==> src/rtl/hex_seg_capture_if.sv <==
`default_nettype none
// ============================================================================
//  Module      : hex_seg_capture_if
//  Description : Display-bus tap interface. It carries the multiplexed
//                7-segment lines and digit enables into the capture block,
//                and the recovered nibbles and status pulses back out.
//  Revision    : 1.0 - initial release
// ============================================================================
interface hex_seg_capture_if #(
    parameter int N_DIG = 4
);
    logic [0:6]         seg_in;         // a..g, index 0 = a, active-low
    logic [N_DIG-1:0]   dig_sel;        // digit enables, active-low
    logic [4*N_DIG-1:0] digitos;        // nibble i at [4*i+3:4*i]
    logic [N_DIG-1:0]   invalido;       // digit i holds blank/unknown pattern
    logic               quadro_valido;  // frame-complete pulse
    logic               erro_sel;       // bad digit-select pulse

    // Side that drives the display bus and observes the readback
    modport master (
        output seg_in, dig_sel,
        input  digitos, invalido, quadro_valido, erro_sel
    );

    // Capture block side
    modport slave (
        input  seg_in, dig_sel,
        output digitos, invalido, quadro_valido, erro_sel
    );
endinterface
`default_nettype wire

==> src/rtl/hex_seg_capture.sv <==
`default_nettype none
// ============================================================================
//  Module      : hex_seg_capture
//  Description : Monitors a multiplexed 7-segment display bus, waits for
//                ESTAVEL identical samples, decodes the segment pattern back
//                to a hex nibble and stores it per digit. Flags a frame once
//                every digit has been captured.
//  Revision    : 1.0 - initial release
// ============================================================================
module hex_seg_capture #(
    parameter int N_DIG   = 4,
    parameter int ESTAVEL = 3
) (
    input  wire logic         clk,
    input  wire logic         rst_n,
    hex_seg_capture_if.slave  bus
);

    localparam int               c_W       = 7 + N_DIG;
    localparam logic [7:0]       c_ESTAVEL = 8'(ESTAVEL);
    localparam logic [N_DIG-1:0] c_ONE     = N_DIG'(1);

    localparam logic [0:0] S_CONTA   = 1'b0;
    localparam logic [0:0] S_TRAVADO = 1'b1;

    logic [0:0]         r_state;
    logic [c_W-1:0]     r_amostra;
    logic [7:0]         r_cnt;
    logic [N_DIG-1:0]   r_mask;
    logic [4*N_DIG-1:0] r_digitos;
    logic [N_DIG-1:0]   r_invalido;
    logic               r_quadro;
    logic               r_erro;

    logic [c_W-1:0]     w_in;
    logic               w_diff;
    logic [7:0]         w_cnt_nxt;
    logic               w_stable;
    logic [N_DIG-1:0]   w_sel;
    logic               w_onehot;
    logic [3:0]         w_nib;
    logic               w_inv;

    assign w_in      = {bus.seg_in, bus.dig_sel};
    assign w_diff    = (w_in != r_amostra);
    // A change always restarts the run at 1, even on the edge stability would be reached
    assign w_cnt_nxt = w_diff ? 8'd1 : ((r_cnt == 8'hFF) ? r_cnt : r_cnt + 8'd1);
    assign w_stable  = (r_state == S_CONTA) && !w_diff && (w_cnt_nxt == c_ESTAVEL);

    // Active-high copy of the enables; valid when exactly one bit is set
    assign w_sel    = ~bus.dig_sel;
    assign w_onehot = (w_sel != '0) && ((w_sel & (w_sel - c_ONE)) == '0);

    // Segment pattern (a..g, active-low) back to its hex nibble
    always_comb begin
        w_nib = 4'h0;
        w_inv = 1'b0;
        case (bus.seg_in)
            7'b0000001: w_nib = 4'h0;
            7'b1001111: w_nib = 4'h1;
            7'b0010010: w_nib = 4'h2;
            7'b0000110: w_nib = 4'h3;
            7'b1001100: w_nib = 4'h4;
            7'b0100100: w_nib = 4'h5;
            7'b0100000: w_nib = 4'h6;
            7'b0001111: w_nib = 4'h7;
            7'b0000000: w_nib = 4'h8;
            7'b0000100: w_nib = 4'h9;
            7'b0001000: w_nib = 4'hA;
            7'b1100000: w_nib = 4'hB;
            7'b0110001: w_nib = 4'hC;
            7'b1000010: w_nib = 4'hD;
            7'b0110000: w_nib = 4'hE;
            7'b0111000: w_nib = 4'hF;
            default:    w_inv = 1'b1;
        endcase
    end

    // Stability tracking: sample history, run counter and count/lock FSM
    always_ff @(posedge clk or negedge rst_n) begin
        if (!rst_n) begin
            r_state   <= S_CONTA;
            r_amostra <= '0;
            r_cnt     <= 8'd0;
        end else begin
            r_amostra <= w_in;
            r_cnt     <= w_cnt_nxt;
            case (r_state)
                S_CONTA:   if (w_stable) r_state <= S_TRAVADO;
                S_TRAVADO: if (w_diff)   r_state <= S_CONTA;
                default:   r_state <= S_CONTA;
            endcase
        end
    end

    // Capture on stability: store nibble, track frame mask, raise pulses
    always_ff @(posedge clk or negedge rst_n) begin
        if (!rst_n) begin
            r_mask     <= '0;
            r_digitos  <= '0;
            r_invalido <= '1;
            r_quadro   <= 1'b0;
            r_erro     <= 1'b0;
        end else begin
            r_quadro <= 1'b0;
            r_erro   <= 1'b0;
            if (w_stable) begin
                if (w_onehot) begin
                    for (int i = 0; i < N_DIG; i++) begin
                        if (w_sel[i]) begin
                            r_digitos[4*i +: 4] <= w_nib;
                            r_invalido[i]       <= w_inv;
                        end
                    end
                    if ((r_mask | w_sel) == '1) begin
                        r_mask   <= '0;
                        r_quadro <= 1'b1;
                    end else begin
                        r_mask <= r_mask | w_sel;
                    end
                end else begin
                    r_erro <= 1'b1;
                end
            end
        end
    end

    assign bus.digitos       = r_digitos;
    assign bus.invalido      = r_invalido;
    assign bus.quadro_valido = r_quadro;
    assign bus.erro_sel      = r_erro;

endmodule
`default_nettype wire

==> src/flat_wrapper.sv <==
// flat-port wrapper written by rule: the top's interface ports become plain ports
module hex_seg_capture_flat 
#(
    parameter int N_DIG   = 4,
    parameter int ESTAVEL = 3
)
  (clk, rst_n, bus_seg_in, bus_dig_sel, bus_digitos, bus_invalido, bus_quadro_valido, bus_erro_sel);
  hex_seg_capture_if #(.N_DIG(N_DIG)) bus_i ();
  input  wire logic clk;
  input  wire logic rst_n;
  input wire logic [$bits(bus_i.seg_in)-1:0] bus_seg_in;
  input wire logic [$bits(bus_i.dig_sel)-1:0] bus_dig_sel;
  output wire logic [$bits(bus_i.digitos)-1:0] bus_digitos;
  output wire logic [$bits(bus_i.invalido)-1:0] bus_invalido;
  output wire logic [$bits(bus_i.quadro_valido)-1:0] bus_quadro_valido;
  output wire logic [$bits(bus_i.erro_sel)-1:0] bus_erro_sel;
  assign bus_i.seg_in = bus_seg_in;
  assign bus_i.dig_sel = bus_dig_sel;
  assign bus_digitos = bus_i.digitos;
  assign bus_invalido = bus_i.invalido;
  assign bus_quadro_valido = bus_i.quadro_valido;
  assign bus_erro_sel = bus_i.erro_sel;
  hex_seg_capture #(.N_DIG(N_DIG), .ESTAVEL(ESTAVEL)) u_core (.clk(clk), .rst_n(rst_n), .bus(bus_i));
endmodule
==> config.mk <==
export PLATFORM = sky130hd
export DESIGN_NAME = hex_seg_capture_flat
export DESIGN_NICKNAME = d
export VERILOG_FILES = /design/src/rtl/hex_seg_capture_if.sv /design/src/rtl/hex_seg_capture.sv /design/src/flat_wrapper.sv
export SDC_FILE = /design/constraint.sdc
export NUM_CORES = 1
export LEC_CHECK = 0
export ABC_CLOCK_PERIOD_IN_PS = 2300
export BUFFER_PORTS_ARGS = -buffer_cell sky130_fd_sc_hd__clkbuf_2
export CAP_MARGIN = 5
export CORE_ASPECT_RATIO = 0.6
export CORE_MARGIN = 5
export CORE_UTILIZATION = 51
export DETAILED_ROUTE_END_ITERATION = 10
export HOLD_SLACK_MARGIN = 0.05
export MAX_ROUTING_LAYER = met4
export PLACE_DENSITY = 0.75
export SLEW_MARGIN = 20
export SYNTH_ARGS = -nofsm -noshare
export SYNTH_HDL_FRONTEND = slang
export SYNTH_SLANG_ARGS = --single-unit
export TNS_END_PERCENT = 100
==> constraint.sdc <==
create_clock -name clk -period 2.3 [get_ports clk]
set_input_delay 0.23 -clock clk [delete_from_list [all_inputs] [get_ports clk]]
set_output_delay 0.23 -clock clk [all_outputs]
set_load 0.03 [all_outputs]
== Yosys cells after proc, flatten, opt, wreduce, memory -nomap -nowiden ==
Cells that the tools add are included.
W data, S select, Z words.
Word-level totals
  output and inout bits: 22
  input port bits: 13
  logic and storage cells: 65
  register bits: 46
Cells by class
  add/subtract/negate cells: 2
  reductions and logical operators: 13
  bitwise operators: 4
  equal/unequal tests: 19
  multiplexer cells: 13
Operators by type and width (number)
  $pmux W4 S15: 1
  $eq A7 B6 Y1 const B: 5
  $eq A7 B7 Y1 const B: 4
  $mux W8: 2
  $reduce_or A16 Y1: 1
  $eq A7 B3 Y1 const B: 2
  $eq A7 B4 Y1 const B: 2
  $reduce_and A3 Y1: 4
  $ne A11 B11 Y1: 1
  $add A8 B1 Y8 const B: 1
  $eq A8 B2 Y1 const B: 1
  $eq A8 B8 Y1 const B: 1
  $mux W1: 8
  $eq A7 B1 Y1 const B: 1
  $eq A7 B5 Y1 const B: 1
  $logic_not A7 Y1: 1
  $and A4 B4 Y4: 1
  $eq A4 B4 Y1 const B: 1
  $logic_not A4 Y1: 1
  $mux W4: 1
  $not A4 Y4: 1
  $or A4 B4 Y4: 1
  $reduce_bool A4 Y1: 1
  $sub A4 B1 Y4 const B: 1
  5 further kinds: 7

== Longest topological paths before layout ==
Gate-level depths: netlist (run 1).
  depth in word-level cells: 7
  gate-level depth with buffers: 7
  gate-level depth less buffers: 6

== Worst setup path after synthesis (run 1) ==
Ideal clock, no wire load.
  path kind: reg2reg
  start point: register u_core.r_cnt[0]
  end point: register u_core.r_digitos[0] (netlist: u_core.bus.digitos[0])
  stages on the path, launching flop included: 8
  arrival time: 2154 ps
  slack: 22 ps
  library setup time: 125 ps
  clock period less this slack: 2278 ps
  cells stage by stage: dfrtp_1 -> ha_1 -> buf_2 -> a21bo_2 -> mux2i_1 -> a31oi_2 -> nor4_4 -> mux2_2
Between the ends
  longest elaborated chain between the ends: 6
  elaborated cells between the ends (all ways): 7
  classes of those cells: add/sub (1); eq/ne (2); mux (2); reduce/logical (2)
RTL lines
  start, declared: RTL line hex_seg_capture.sv:28  | logic [7:0] r_cnt;
  start signal, assigned: RTL line hex_seg_capture.sv:87  | r_cnt <= w_cnt_nxt;
  $add A8 B1 Y8 / $eq A8 B8 Y1 (equally long branches): RTL line hex_seg_capture.sv:47  | assign w_cnt_nxt = w_diff ? 8'd1 : ((r_cnt == 8'hFF) ? r_cnt : r_cnt + 8'd1);
  $mux W8 (*) (2 in series): RTL line hex_seg_capture.sv:47
  $eq A8 B2 Y1 (*): RTL line hex_seg_capture.sv:48  | assign w_stable = (r_state == S_CONTA) && !w_diff && (w_cnt_nxt == c_ESTAVEL);
  $logic_and A1 B1 Y1 (*): RTL line hex_seg_capture.sv:48
  $reduce_and A3 Y1 (no source line) (*)
  end signal, assigned by index: RTL line hex_seg_capture.sv:111  | r_digitos[4*i +: 4] <= w_nib;
  end, declared: RTL line hex_seg_capture.sv:30  | logic [4*N_DIG-1:0] r_digitos;
Mark *: on every way between the ends. The rest lies on a longest branch, timed or not.
A chain may end at the register's enable or synchronous reset.

== Worst setup path in the final report (run 1) ==
  start point: register u_core.r_cnt[1]
  end point: register u_core.r_digitos[12] (netlist: u_core.bus.digitos[12])
Same word-level chain as after synthesis.

==> results_dict.tcl, run 1 <==
set metrics [dict create \
    setup_violations 0 \
    cts_tree "built" \
    overflow 0 \
    synth_fa_ha_area_share_pct 0.510 \
    holdCritStartpoint "bus_dig_sel[1]" \
    place_ws_ns -0.143 \
    critPathMaxFanout 6 \
    worstPathRequired_ns 2.49 \
    postRouteWirelength_mm 5.82 \
    drcViolationCount 0 \
    tightest_slew_ns 0.721 \
    fp.dieW_um 99.6 \
    wl_per_cell_um 16.9 \
    vias 1955 \
    grt_pass1_vias 1840 \
    clock-root-buffer "clkbuf_8" \
    yosys_warnings 0 \
    min_to "u_core.r_amostra[1]" \
    hpwlAfterDp_mm 3.98 \
    clock-sinks 46 \
    cts-htree-levels 2 \
    p_int_mw 1.20 \
    max_freq_mhz 441 \
    grt_use_met1_pct 29.1 \
    firstDrtPassIters 4 \
    synth-edff-count 0 \
    r2r_setup_slack_ns 0.03 \
    grt_pass1_wl_mm 9.29 \
    whs_ns 0.138 \
    synth.distinct_cells 51 \
    synth-seq-cells 46 \
    coreArea_sq_mm 0.00461 \
    top_usage_layer "met1" \
    cp_slowest_stage_delay_ns 0.39 \
    syn-num-nets 238 \
    synth_xor_area_share_pct 6.37 \
    r2r-end "u_core.bus.digitos[12]" \
    maxSlewHeadroom_pct 51.8 \
    power.switching_mw 0.360 \
    whs_path_depth 1 \
    hold_violations 0 \
    slew_violations 0 \
    period_needed_ns 2.27 \
    tns_ns 0 \
    p_seq_share_pct 52.8 \
    p_sw_share_pct 23.1 \
    syn_area_sq_mm 0.00245 \
    skew_ns 0.00398 \
    synthMuxAreaShare_pct 10.2 \
    io_buffers 34 \
    start_util_pct 53.2 \
    worstPathCellList "ha_2 -> nand2_1 -> nor4_2 -> buf_4 -> o211ai_4 -> nor4_4 -> buf_6 -> mux2_2" \
    fp-row-count 19 \
    finalNetCount 294 \
    r2r-start "u_core.r_cnt[1]" \
    final_antenna_net_count 0 \
    p_clk_share_pct 38.1 \
    endpoint_kind "register" \
    p_per_area_mw_per_mm2 510 \
    die_area_sq_mm 0.00635 \
    synthSimpleGateAreaFrac_pct 20.7 \
    startpoint_type "register" \
    drv_cap 0 \
    reg2reg_depth 8 \
    synth_top_family_by_area "simple AND/OR/NAND/NOR gates" \
    post-synth-top-area-cell "dfrtp_1" \
    synth_compound_area_share_pct 10.7 \
    syn_area_per_cell_sq_um 11.0 \
    yosysTopAreaCellShare_pct 42.8 \
    placed_cell_area_sq_mm 0.00281 \
    run_status "complete, no violations" \
    setup_ws_ns 0.0302 \
    synth_area_leaders "dfrtp_1 (43%), mux2_2 (7.3%), dfstp_2 (4.3%)" \
    grt_setup_unrepaired "true" \
    numCtsBuffers 5 \
    fin_area_sq_mm 0.00306 \
    area_growth_pct 24.5 \
    met3_usage_pct 5.00 \
    clkTransAtPathRegs_ns 0.08 \
    cts_max_path_buffers 2 \
    die_h_um 63.7 \
    p_leak_nw 1.38 \
    diodes 0 \
    min_period_over_period_pct 98.7 \
    worst-setup-path-type "register to register" \
    drive_gt1_share_pct 37.4 \
    peakVddDrop_mv 0.262 \
    setup.worst_path.start "u_core.r_cnt[1]" \
    critical_path_arrival_ns 2.46 \
    insertion_delay_ns 0.30 \
    cp_num_buf_inv 2 \
    ioPinCount 35 \
    ys_seq_area_share_pct 47.1 \
    slowest_stage "dfrtp_1" \
    ys_async_sr_fraction_pct 100 \
    syn_inst 224 \
    drt_iter0_markers 176 \
    synth-main-ff-cell "dfrtp_1" \
    combPwrFrac_pct 9.1 \
    grt_antenna_before_repair 0 \
    min_path_type "primary input to register" \
    track_usage_pct 19.2 \
    cp_top_family "simple AND/OR/NAND/NOR gates" \
    grt_max_degree 47 \
    place_congestion 0.892 \
    viasPerCell 5.68 \
    use_met2_pct 24.8 \
    power_mw 1.56 \
]
## logic make-up after synthesis
logic type,Yosys count
compound gates,38
fa+ha+maj,1
simple gates,75
buf+inv,24
mux,23
flops,46
xor+xnor,17
## routing by layer
layer	share of wire [%]	routed length (um)
met1	50	2930
met2	41	2370
met3	7.8	453
met4	1.1	62
met5	0	0
## flip-flops by register name (all words and copies together) (netlist names)
signal,cells
u_core.bus.erro_sel,1
u_core.r_state,1
u_core.r_cnt,8
u_core.bus.quadro_valido,1
u_core.r_mask,4
u_core.bus.invalido,4
u_core.bus.digitos,16
u_core.r_amostra,11
## timing repair
item	in CTS	in global routing
setup endpoints to repair	17	16
gates resized for setup	3	9
gates cloned	0	1
endpoints found under the hold margin	42	0
pin swaps	1	1
buffers inserted	1	4
hold buffers	1	0
## cell usage in the layout (no fill, tap or decap), types with 5 or more instances in the layout
master	n
dfrtp_1	42
clkbuf_2	34
buf_4	23
mux2_2	16
nor2_1	14
xor2_1	12
nor3_1	10
inv_1	10
nand2_1	8
a21oi_1	8
o21ai_0	8
nor3b_1	7
nand3_1	6
mux2i_1	6
a2bb2oi_1	6
nor4_4	5
clkbuf_8	5
## Yosys cell counts, drive strengths merged (2+ instances only)
master    n
a2bb2oi   6
nor3b     7
clkbuf    9
nand4     2
nor4      8
xor2     13
o31a      2
mux2i     7
buf       5
and2      2
o21ai     9
a21oi     8
nand2     8
o22ai     3
nor2     14
nor3     10
inv      10
xnor2     4
a31oi     3
dfstp     4
mux2     16
nand4b    4
and3      3
nand3     7
dfrtp    42
## power by group through the flow
stage	clock (mW)	combinational [mW]	sequential, mW
after floorplan	0	0.0737	0.838
final	0.593	0.142	0.823
after global routing	0.645	0.159	0.824
after global placement	0	0.131	0.838
after CTS	0.602	0.136	0.823
after detailed placement	0	0.134	0.839
## area by class of cell
class	instances	area (sq um)
flip-flops and latches	46	1160
well taps	63	78.8
fillers	378	1560
clock buffers	7	76.3
inverters	10	37.5
multi-input cells	154	1250
repair buffers	63	432
clock inverters	1	30.0
## through the flow
step                      util (%)  instances
after floorplan                  -        224
after global placement        60.9        329
after detailed placement      60.9        329
after CTS                     64.1        339
after global routing          66.3        344
final                         66.3        344
## worst max path at each step
stage / to / slack [ns] / cells after the start
2_1_floorplan: u_core.bus.digitos[0] / 0.02 / 7
5_1_grt: u_core.bus.digitos[1] / -0.04 / 8
3_5_place_dp: u_core.bus.digitos[12] / -0.14 / 7
6_report: u_core.bus.digitos[12] / 0.03 / 8
4_1_cts: u_core.bus.digitos[12] / 0.02 / 8
3_3_place_gp: u_core.bus.digitos[13] / 0.02 / 7
Note: power is estimated with default switching activity, not from simulation.
==> run 2: changes to the inputs <==
- CORE_ASPECT_RATIO: 0.6 -> unset
==> results_dict.tcl, run 2 (same netlist as run 1, synthesis figures left out) <==
set metrics [dict create \
    cp_slowest_stage_delay_ns 0.43 \
    p_leak_nw 1.36 \
    finalNetCount 291 \
    p_seq_share_pct 52.9 \
    hold_violations 0 \
    p_per_area_mw_per_mm2 515 \
    grt_pass1_wl_mm 9.21 \
    drv_cap 0 \
    hpwlAfterDp_mm 3.69 \
    setup_violations 0 \
    cts_tree "built" \
    skew_ns 0.00731 \
    diodes 0 \
    drcViolationCount 0 \
    grt_pass1_vias 1920 \
    worstPathCellList "ha_4 -> buf_4 -> nand3_1 -> xor2_2 -> o211ai_4 -> nor4_4 -> buf_4 -> mux2_2" \
    wl_per_cell_um 16.3 \
    ioPinCount 35 \
    largest_register_ffs 16 \
    drive_gt1_share_pct 39.2 \
    critPathMaxFanout 6 \
    most-common-layout-cells "dfrtp_1 (39), clkbuf_2 (34), buf_4 (22)" \
    clock-sinks 46 \
    tightest_slew_ns 0.634 \
    final_antenna_net_count 0 \
    power.switching_mw 0.359 \
    cts-htree-levels 2 \
    clkTransAtPathRegs_ns 0.09 \
    power_mw 1.55 \
    final_common_cell "dfrtp_1" \
    whs_ns 0.104 \
    slowest_stage "dfrtp_1" \
    coreArea_sq_mm 0.00469 \
    min_path_type "primary input to register" \
    clock-root-buffer "clkbuf_8" \
    insertion_delay_ns 0.30 \
    fp-row-count 25 \
    period_needed_ns 2.25 \
    place_congestion 0.831 \
    max_freq_mhz 445 \
    viasPerCell 5.83 \
    slew_violations 0 \
    die_h_um 79.4 \
    run_status "complete, no violations" \
    endpoint_kind "register" \
    numCtsBuffers 5 \
    drt_iter0_markers 179 \
    grt_max_degree 47 \
    combPwrFrac_pct 8.8 \
    io_buffers 34 \
    worstPathRequired_ns 2.48 \
    p_int_mw 1.20 \
    fp.dieW_um 79.4 \
    placed_cells_incl_taps 321 \
    cts_max_path_buffers 2 \
    area_growth_pct 23.0 \
    p_clk_share_pct 38.3 \
    startpoint_type "register" \
    overflow 0 \
    peakVddDrop_mv 0.409 \
    fillCellCount 360 \
    critical_path_arrival_ns 2.43 \
    vias 1937 \
    die_area_sq_mm 0.00630 \
    track_usage_pct 19.2 \
    tns_ns 0 \
    postRouteWirelength_mm 5.40 \
    cp_num_buf_inv 2 \
    worst-setup-path-type "register to register" \
    maxSlewHeadroom_pct 57.2 \
    grt_antenna_before_repair 0 \
    cp_common_cell "buf_4" \
    min_period_over_period_pct 97.8 \
    firstDrtPassIters 4 \
    start_util_pct 52.3 \
    cp_top_family "flip-flops" \
    instances_no_fill 332 \
    p_sw_share_pct 23.1 \
]
## run 2: power by group through the flow
stage | clock (mW) | combinational, mW | sequential (mW)
floorplan | 0 | 0.0737 | 0.838
global placement | 0 | 0.129 | 0.838
detailed placement | 0 | 0.132 | 0.839
CTS | 0.611 | 0.134 | 0.823
global route | 0.663 | 0.153 | 0.824
finish | 0.595 | 0.137 | 0.823
## run 2: per-stage QoR
stage | utilization (%) | setup slack (ns) | instance area (sq um)
after global routing | 64.4 | -0.0206 | 3020
final | 64.4 | 0.0508 | 3020
after detailed placement | 59.5 | -0.0838 | 2790
after global placement | 59.5 | -0.0154 | 2790
after floorplan | - | 0.0216 | 2450
after CTS | 62.8 | 0.00209 | 2950
## run 2: final cells by class
| class | instances | area, sq um | area share [%] |
|---|---|---|---|
| timing repair buffer | 60 | 379 | 12.6 |
| inverter | 10 | 37.5 | 1.24 |
| tap | 54 | 67.6 | 2.24 |
| clock buffer | 6 | 72.6 | 2.40 |
| clock inverter | 2 | 37.5 | 1.24 |
| multi-input combinational | 154 | 1270 | 41.9 |
| sequential | 46 | 1160 | 38.4 |
## run 2: metal layers
layer | up-vias | wire length, um | global-route usage, %
met2 | 60 | 2610 | 30.5
met4 | 0 | 55 | 5.33
met3 | 6 | 320 | 4.40
met5 | - | 0 | -
li1 | 917 | - | -
met1 | 954 | 2410 | 25.0
## run 2: path summary, 6_finish.rpt
kind                                       start                     end  slack [ns]  cells past startpoint
max in group asynchronous                  rst_n         u_core.r_cnt[4]        1.34                      3
min                                bus_seg_in[3]     u_core.r_amostra[7]        0.10                      1
min in group asynchronous                  rst_n   u_core.bus.digitos[8]        0.55                      3
max                              u_core.r_cnt[1]  u_core.bus.digitos[13]        0.05                      8
min reg2reg                u_core.bus.digitos[8]   u_core.bus.digitos[8]        0.51                      1
max reg2reg                      u_core.r_cnt[1]  u_core.bus.digitos[13]        0.05                      8
## run 2: timing repair
action	CTS	global route
endpoints found under the setup margin	12	16
cloned	0	0
pin swaps	1	1
resized for setup	2	15
setup buffers	2	0
hold buffers	1	0
hold endpoints to repair	42	0
